--- config.mk ---
export PLATFORM = sky130hd
export DESIGN_NAME = alu_reservation_station
export DESIGN_NICKNAME = d
export VERILOG_FILES = /design/src/rtl/alu_reservation_station.sv
export SDC_FILE = /design/constraint.sdc
export NUM_CORES = 2
export LEC_CHECK = 0
export CORE_MARGIN = 1.5
export CORE_UTILIZATION = 59
export DETAILED_ROUTE_END_ITERATION = 6
export PLACE_DENSITY = 0.82
export SLEW_MARGIN = 25
export SYNTH_ARGS = -nofsm -noshare
export SYNTH_HDL_FRONTEND = slang
export SYNTH_SLANG_ARGS = --single-unit
--- constraint.sdc ---
create_clock -name clk -period 6.5 [get_ports clk]
set_input_delay 1.3 -clock clk [delete_from_list [all_inputs] [get_ports clk]]
set_output_delay 1.3 -clock clk [all_outputs]
set_load 0.02 [all_outputs]
--- src/rtl/alu_reservation_station.sv ---
// ALU reservation station: holds dispatched ALU micro-ops until both source
// operands are available, snoops the CDB for wakeups, and issues the
// lowest-index ready entry each cycle to the combinational ALU downstream.
// Optional macro ALU_RS_WAKEUP_ISSUE_EN: an operand arriving on the CDB this
// cycle counts as ready, with the operand output muxed from cdb_data.

package alu_rs_pkg;
  localparam int unsigned RD_W = 6;

  typedef struct packed {
    logic [2:0]      aluop;
    logic [2:0]      cmpop;
    logic            alu_m1_sel;
    logic [2:0]      alu_m2_sel;
    logic [31:0]     pc;
    logic [31:0]     imm;
    logic [RD_W-1:0] rd;
  } rs_data_pkt_t;
endpackage

module alu_reservation_station
  import alu_rs_pkg::*;
#(
  parameter int unsigned DEPTH  = 8,
  parameter int unsigned PREG_W = 6
) (
  input  logic              clk,
  input  logic              rst,
  input  logic              flush,
  input  logic              disp_valid,
  output logic              disp_ready,
  input  rs_data_pkt_t      disp_pkt,
  input  logic [PREG_W-1:0] disp_ps1,
  input  logic              disp_ps1_rdy,
  input  logic [31:0]       disp_ps1_data,
  input  logic [PREG_W-1:0] disp_ps2,
  input  logic              disp_ps2_rdy,
  input  logic [31:0]       disp_ps2_data,
  input  logic              cdb_valid,
  input  logic [PREG_W-1:0] cdb_tag,
  input  logic [31:0]       cdb_data,
  output logic              issue_valid,
  input  logic              issue_ready,
  output rs_data_pkt_t      rs_input_pkt,
  output logic [31:0]       rs1_data,
  output logic [31:0]       rs2_data
);

  localparam int unsigned IDX_W = (DEPTH > 1) ? $clog2(DEPTH) : 1;

  logic [DEPTH-1:0]  r_valid;
  logic [DEPTH-1:0]  r_rdy1;
  logic [DEPTH-1:0]  r_rdy2;
  rs_data_pkt_t      r_pkt   [DEPTH];
  logic [PREG_W-1:0] r_tag1  [DEPTH];
  logic [PREG_W-1:0] r_tag2  [DEPTH];
  logic [31:0]       r_data1 [DEPTH];
  logic [31:0]       r_data2 [DEPTH];

  logic [DEPTH-1:0]  w_hit1;
  logic [DEPTH-1:0]  w_hit2;
  logic [DEPTH-1:0]  w_ready;
  logic              w_free_found;
  logic [IDX_W-1:0]  w_free_idx;
  logic              w_sel_found;
  logic [IDX_W-1:0]  w_sel_idx;
  logic              w_disp_fire;
  logic              w_issue_fire;
  logic              w_cap1;
  logic              w_cap2;

  // Per-entry CDB tag match on still-missing operands, and readiness
  always_comb begin
    w_hit1  = '0;
    w_hit2  = '0;
    w_ready = '0;
    for (int i = 0; i < DEPTH; i++) begin
      w_hit1[i] = cdb_valid && !r_rdy1[i] && (r_tag1[i] == cdb_tag);
      w_hit2[i] = cdb_valid && !r_rdy2[i] && (r_tag2[i] == cdb_tag);
`ifdef ALU_RS_WAKEUP_ISSUE_EN
      w_ready[i] = r_valid[i] && (r_rdy1[i] || w_hit1[i]) && (r_rdy2[i] || w_hit2[i]);
`else
      w_ready[i] = r_valid[i] && r_rdy1[i] && r_rdy2[i];
`endif
    end
  end

  // Lowest-index free slot for allocation
  always_comb begin
    w_free_found = 1'b0;
    w_free_idx   = '0;
    for (int i = 0; i < DEPTH; i++) begin
      if (!w_free_found && !r_valid[i]) begin
        w_free_found = 1'b1;
        w_free_idx   = IDX_W'(i);
      end
    end
  end

  // Lowest-index ready entry for issue
  always_comb begin
    w_sel_found = 1'b0;
    w_sel_idx   = '0;
    for (int i = 0; i < DEPTH; i++) begin
      if (!w_sel_found && w_ready[i]) begin
        w_sel_found = 1'b1;
        w_sel_idx   = IDX_W'(i);
      end
    end
  end

  assign disp_ready   = w_free_found;
  assign issue_valid  = w_sel_found;
  assign w_disp_fire  = disp_valid && disp_ready;
  assign w_issue_fire = issue_valid && issue_ready;
  assign w_cap1       = cdb_valid && !disp_ps1_rdy && (cdb_tag == disp_ps1);
  assign w_cap2       = cdb_valid && !disp_ps2_rdy && (cdb_tag == disp_ps2);
  assign rs_input_pkt = r_pkt[w_sel_idx];

`ifdef ALU_RS_WAKEUP_ISSUE_EN
  assign rs1_data = r_rdy1[w_sel_idx] ? r_data1[w_sel_idx] : cdb_data;
  assign rs2_data = r_rdy2[w_sel_idx] ? r_data2[w_sel_idx] : cdb_data;
`else
  assign rs1_data = r_data1[w_sel_idx];
  assign rs2_data = r_data2[w_sel_idx];
`endif

  // Entry valid bits: reset/flush clear, issue frees, dispatch allocates
  always_ff @(posedge clk) begin
    if (rst || flush) begin
      r_valid <= '0;
    end else begin
      if (w_issue_fire) r_valid[w_sel_idx] <= 1'b0;
      if (w_disp_fire)  r_valid[w_free_idx] <= 1'b1;
    end
  end

  // Entry payload: CDB wakeup of waiting operands and dispatch write
  always_ff @(posedge clk) begin
    for (int i = 0; i < DEPTH; i++) begin
      if (r_valid[i] && w_hit1[i]) begin
        r_rdy1[i]  <= 1'b1;
        r_data1[i] <= cdb_data;
      end
      if (r_valid[i] && w_hit2[i]) begin
        r_rdy2[i]  <= 1'b1;
        r_data2[i] <= cdb_data;
      end
    end
    if (w_disp_fire) begin
      r_pkt[w_free_idx]   <= disp_pkt;
      r_tag1[w_free_idx]  <= disp_ps1;
      r_tag2[w_free_idx]  <= disp_ps2;
      r_rdy1[w_free_idx]  <= disp_ps1_rdy || w_cap1;
      r_rdy2[w_free_idx]  <= disp_ps2_rdy || w_cap2;
      r_data1[w_free_idx] <= disp_ps1_rdy ? disp_ps1_data : cdb_data;
      r_data2[w_free_idx] <= disp_ps2_rdy ? disp_ps2_data : cdb_data;
    end
  end

endmodule

Word-level counts from Yosys, hierarchy flattened
Memories as Yosys holds them, arrays and structs flattened.
Cells that the tools add are included.
Cells by class
  add/subtract/negate cells: 0
  multiply operators: 0
  div/mod/pow operators: 0
  $lt $le $gt $ge: 4
  equality and inequality tests: 18
  shifts and indexed selects: 0
  mux-type cells: 93
  bitwise gates (word level): 3
  reductions and logical operators: 127
Operators by type and width (count)
  equality test 6 bit: 18
  logical AND 1 bit: 86
  two-way mux 1 bit: 70
  two-way mux 32 bit: 2
  two-way mux 8 bit: 5
  logical NOT 1 bit: 38
  two-way mux 3 bit: 12
  bitwise mux 8 bit: 2
  bitwise AND 8 bit: 1
  < comparator 3 x 4 -> 1 bit, second input constant: 2
  inverter 8 bit: 1
  bitwise OR 8 bit: 1
  demux 1 bit (select 3 bit): 2
  greater-or-equal comparator 3 x 1 -> 1 bit, second input constant: 2
  logical OR 1 bit: 3
Word-level totals
  bits in registers: 24
  bits in latches: 0
  memory bits (writable): 1248
  bits in read-only memories: 0
  input port bits: 202
  output and inout bits: 146
  word-level logic and storage cells: 253
  memories kept: 5
Memory list
  r_pkt: depth 8, width 80, read ports 1, clocked after memory_dff 0, write ports 1, line 54  | rs_data_pkt_t r_pkt [DEPTH];
  r_data1: depth 8, width 32, read ports 1, clocked after memory_dff 0, write ports 9, line 57  | logic [31:0] r_data1 [DEPTH];
  r_data2: depth 8, width 32, read ports 1, clocked after memory_dff 0, write ports 9, line 58  | logic [31:0] r_data2 [DEPTH];
  r_tag1: depth 8, width 6, read ports 8, clocked after memory_dff 0, write ports 1, line 55  | logic [PREG_W-1:0] r_tag1 [DEPTH];
  r_tag2: depth 8, width 6, read ports 8, clocked after memory_dff 0, write ports 1, line 56  | logic [PREG_W-1:0] r_tag2 [DEPTH];

Longest topological paths before layout
  depth after elaboration: 34
  mapped depth: 10
  gate-level depth less buffers: 7

Worst setup path before layout
OpenSTA, ideal clock, no wires.
  path kind: input to register
  start: in disp_valid
  end: mem r_data1[3][22] (data pin)
  library setup time: 0.401 ns
  arrival time: 4.929 ns
  data required time: 6.099 ns
  path slack: 1.169 ns
  stages on the path: 6
  buffers on the path: 3
  path through: clkbuf_1 nand2_1 inv_2 clkbuf_1 buf_1 a21oi_1
RTL lines
  start: declaration: line 30  | input logic disp_valid,
  end: declaration: line 57

==> results.tsv <==
metric	value	unit
standby leakage power	21.86	nW
share of final-layout standard cells stronger than drive strength 1	7.894	%
classification of the worst setup path	reg2out	
critical path cell sequence	nand3_1 -> and2_4 -> buf_4 -> and3_1 -> a211oi_2 -> a31oi_1 -> a211o_1 -> clkdlybuf4s50_1	
area taken by flip-flops and latches	0.03796	mm^2
antenna violations before repair	16	
count of cells resized by post-cts repair	0	
number of library cell types mapped by synthesis	42	
global-route wire length before repair	222.8	mm
final wirelength	151.1	mm
TritonCTS clock tree	built	
status	completed	
Layout Area Growth over Synthesis	15.51	%
floorplan die area	0.09528	mm^2
HPWL after detailed placement	80.69	mm
post-synthesis instance total	4493	
top layer reached by signal wires	met5	
metal1 wirelength	54.36	mm
count of boundary I/O pins	348	
required time reported for the critical path endpoint	5200	ps
First DRT Iteration DRCs	4904	
cts bufs inserted	130	
metal2 WL	74.04	mm
slew margin rel.	26.92	%
Critical Path AT	4380	ps
GR Overflow Total	0	
Worst Max-Slew Pin Slew	1096	ps
most frequent cells in the layout	sky130_fd_sc_hd__edfxtp_1, sky130_fd_sc_hd__a21oi_1, sky130_fd_sc_hd__nand2_1, sky130_fd_sc_hd__clkdlybuf4s50_1, sky130_fd_sc_hd__nor2_1	
final setup skew	21.88	ps
worst r2r src	r_valid[0]	
final critical delay including setup and external delays	5679	ps
final instance area	0.06368	mm^2
number of core rows	111	
setup fix buffers added after clock tree synthesis	0	
number of maximum-capacitance violations	0	
chip height	308.7	um
achievable frequency	176.1	MHz
cell types occupying the most area after synthesis	sky130_fd_sc_hd__edfxtp_1, sky130_fd_sc_hd__a21oi_1, sky130_fd_sc_hd__nand2_1	
fraction of synthesized cell area taken by the top area cell type	67.98	%
starting utilization of the core area	59.87	%
largest fanout on the critical path	89	
mean instance size in the synthesized netlist	12.27	um^2
Die W	308.7	um
most frequent standard cell in the layout excluding fill and tap cells	sky130_fd_sc_hd__edfxtp_1	
clock latency on the worst-skew pair	750	ps
Setup-failing EPs final	0	
number of enable flip-flop cells after synthesis	1248	
length of the first detailed-routing pass in iterations	6	
average routed wire per standard cell	25.13	um
Hold Vio Cnt, Final	0	
number of buffers inserted by port buffering	347	
post-DR vias/cell	6.476	
slowest stage cell, crit path	sky130_fd_sc_hd__and2_4	
routability congestion estimate from global placement	0.8464	
number of levels the H-tree was split into	4	
Clock Root Buffer	sky130_fd_sc_hd__clkbuf_16	
final hold slack	524.0	ps
total number of clock tree sinks	1272	
Post-synth ARST share	0	%
Mapped Nets	4695	
combined area of the multi-input logic cells	0.01573	mm^2
final design utilization	69.16	%
total core area	0.09208	mm^2
Final nets	4860	
slowest cell delay on critical path	860	ps
start point of the critical path	r_valid[4]	
largest net degree at the start of global routing	165	
Main synth FF type	sky130_fd_sc_hd__edfxtp_1	
area of the mapped netlist	0.05513	mm^2
cell accounting for the most synthesized area	sky130_fd_sc_hd__edfxtp_1	
standard cell area after detailed placement	0.05955	mm^2
Final period util	87.36	%
worst hold path class	reg2reg	
Bufs and invs on worst path	2	
source of the worst hold timing path	r_rdy1[3]	
Slew Viols, Final	0	
kind of start point of the critical path	flip-flop	
RSZ-0062 raised after global routing	false	
via count of the first global-routing pass	37814	
CP delay by family, top	simple AND/OR/NAND/NOR gates	
total of flip-flops plus latches after synthesis	1272	
number of filler instances in the final layout	6209	
count of vias placed by the detailed router	38933	
ratio of total power to cell area	274.8	mW/mm^2
number of remaining DRC errors	0	
setup TNS	0	ps
Routed met3 length	16.16	mm
GRT Util Overall	31.30	%
count of yosys warnings during synthesis	0	
total of hold buffers inserted after clock tree synthesis	0	
endpoint kind of the worst setup timing path	primary output	
Antenna Violating Nets Remaining	0	
Reg clk slew, reported paths	60	ps
worst voltage drop across the vdd grid	0.0002924	V
Seq/Total Area, Yosys	68.85	%
Max Root-Sink Buffers	3	
worst min-delay path: stages (launching register included):
cell and delay (ps):
sky130_fd_sc_hd__dfxtp_1 310, sky130_fd_sc_hd__inv_1 90, sky130_fd_sc_hd__a31oi_1 80
cell type report:
| type | instances | share of cell area (%) |
|---|---|---|
| Sequential cell | 1272 | 59.60 |
| Multi-Input combinational cell | 2831 | 24.69 |
| Timing Repair Buffer | 410 | 6.605 |
| Clock buffer | 166 | 5.387 |
| Tap cell | 1243 | 2.442 |
| Clock inverter | 71 | 1.061 |
| Inverter | 13 | 0.1866 |
| Antenna cell | 6 | 0.02358 |
through the flow:
stage	instances	power, mW	setup slack (ps)
floorplan	4493	9.901	1169
global placement	5769	10.36	1716
detailed placement	5769	10.39	1686
CTS	6006	17.52	835.7
global route	6010	17.90	624.0
finish	6012	17.50	821.3
path summary, 6_finish.rpt:
check,to,slack (ps),cells past startpoint
setup reg to reg,r_data1[5][25],3110,7
hold / removal,r_rdy1[3],520,2
hold reg to reg,r_rdy1[3],520,2
setup / recovery,rs_input_pkt[73],820,8
per-layer routing:
layer | vias to the layer above | GRT usage [%]
li1 | 17129 | -
met1 | 18948 | 39.57
met2 | 2372 | 51.96
met3 | 462 | 6.310
met4 | 22 | 15.09
met5 | - | 0
registers in the layout, indices dropped and copies added (netlist names):
name and cells:
r_data1 256, r_tag2 48, r_pkt 640, r_rdy2 8, r_rdy1 8, r_valid 8
r_data2 256, r_tag1 48
cell families after synthesis:
kind of cell | synth area share (%)
DFF | 68.85
buffers and inverters | 3.016
muxes | 1.162
xor gates and xnor gates | 1.716
and+or+nand+nor | 10.65
AOI/OAI and AO/OA | 14.60
synth_stat cells (64+ instances only):
cell type / n
sky130_fd_sc_hd__a211o_1: 144
sky130_fd_sc_hd__a211oi_2: 96
sky130_fd_sc_hd__a21oi_1: 817
sky130_fd_sc_hd__a31oi_1: 146
sky130_fd_sc_hd__and3_1: 147
sky130_fd_sc_hd__buf_2: 90
sky130_fd_sc_hd__clkbuf_1: 232
sky130_fd_sc_hd__edfxtp_1: 1248
sky130_fd_sc_hd__mux2i_1: 64
sky130_fd_sc_hd__nand2_1: 742
sky130_fd_sc_hd__nand3_1: 157
sky130_fd_sc_hd__nor2_1: 271
report_power, final:
group	internal [mW]	total, mW	switching (mW)
Clock	4.07	7.25	3.18
Combinational	0.418	1.09	0.669
Sequential	9.12	9.16	0.0358
Power figures use the tool's default switching activity.
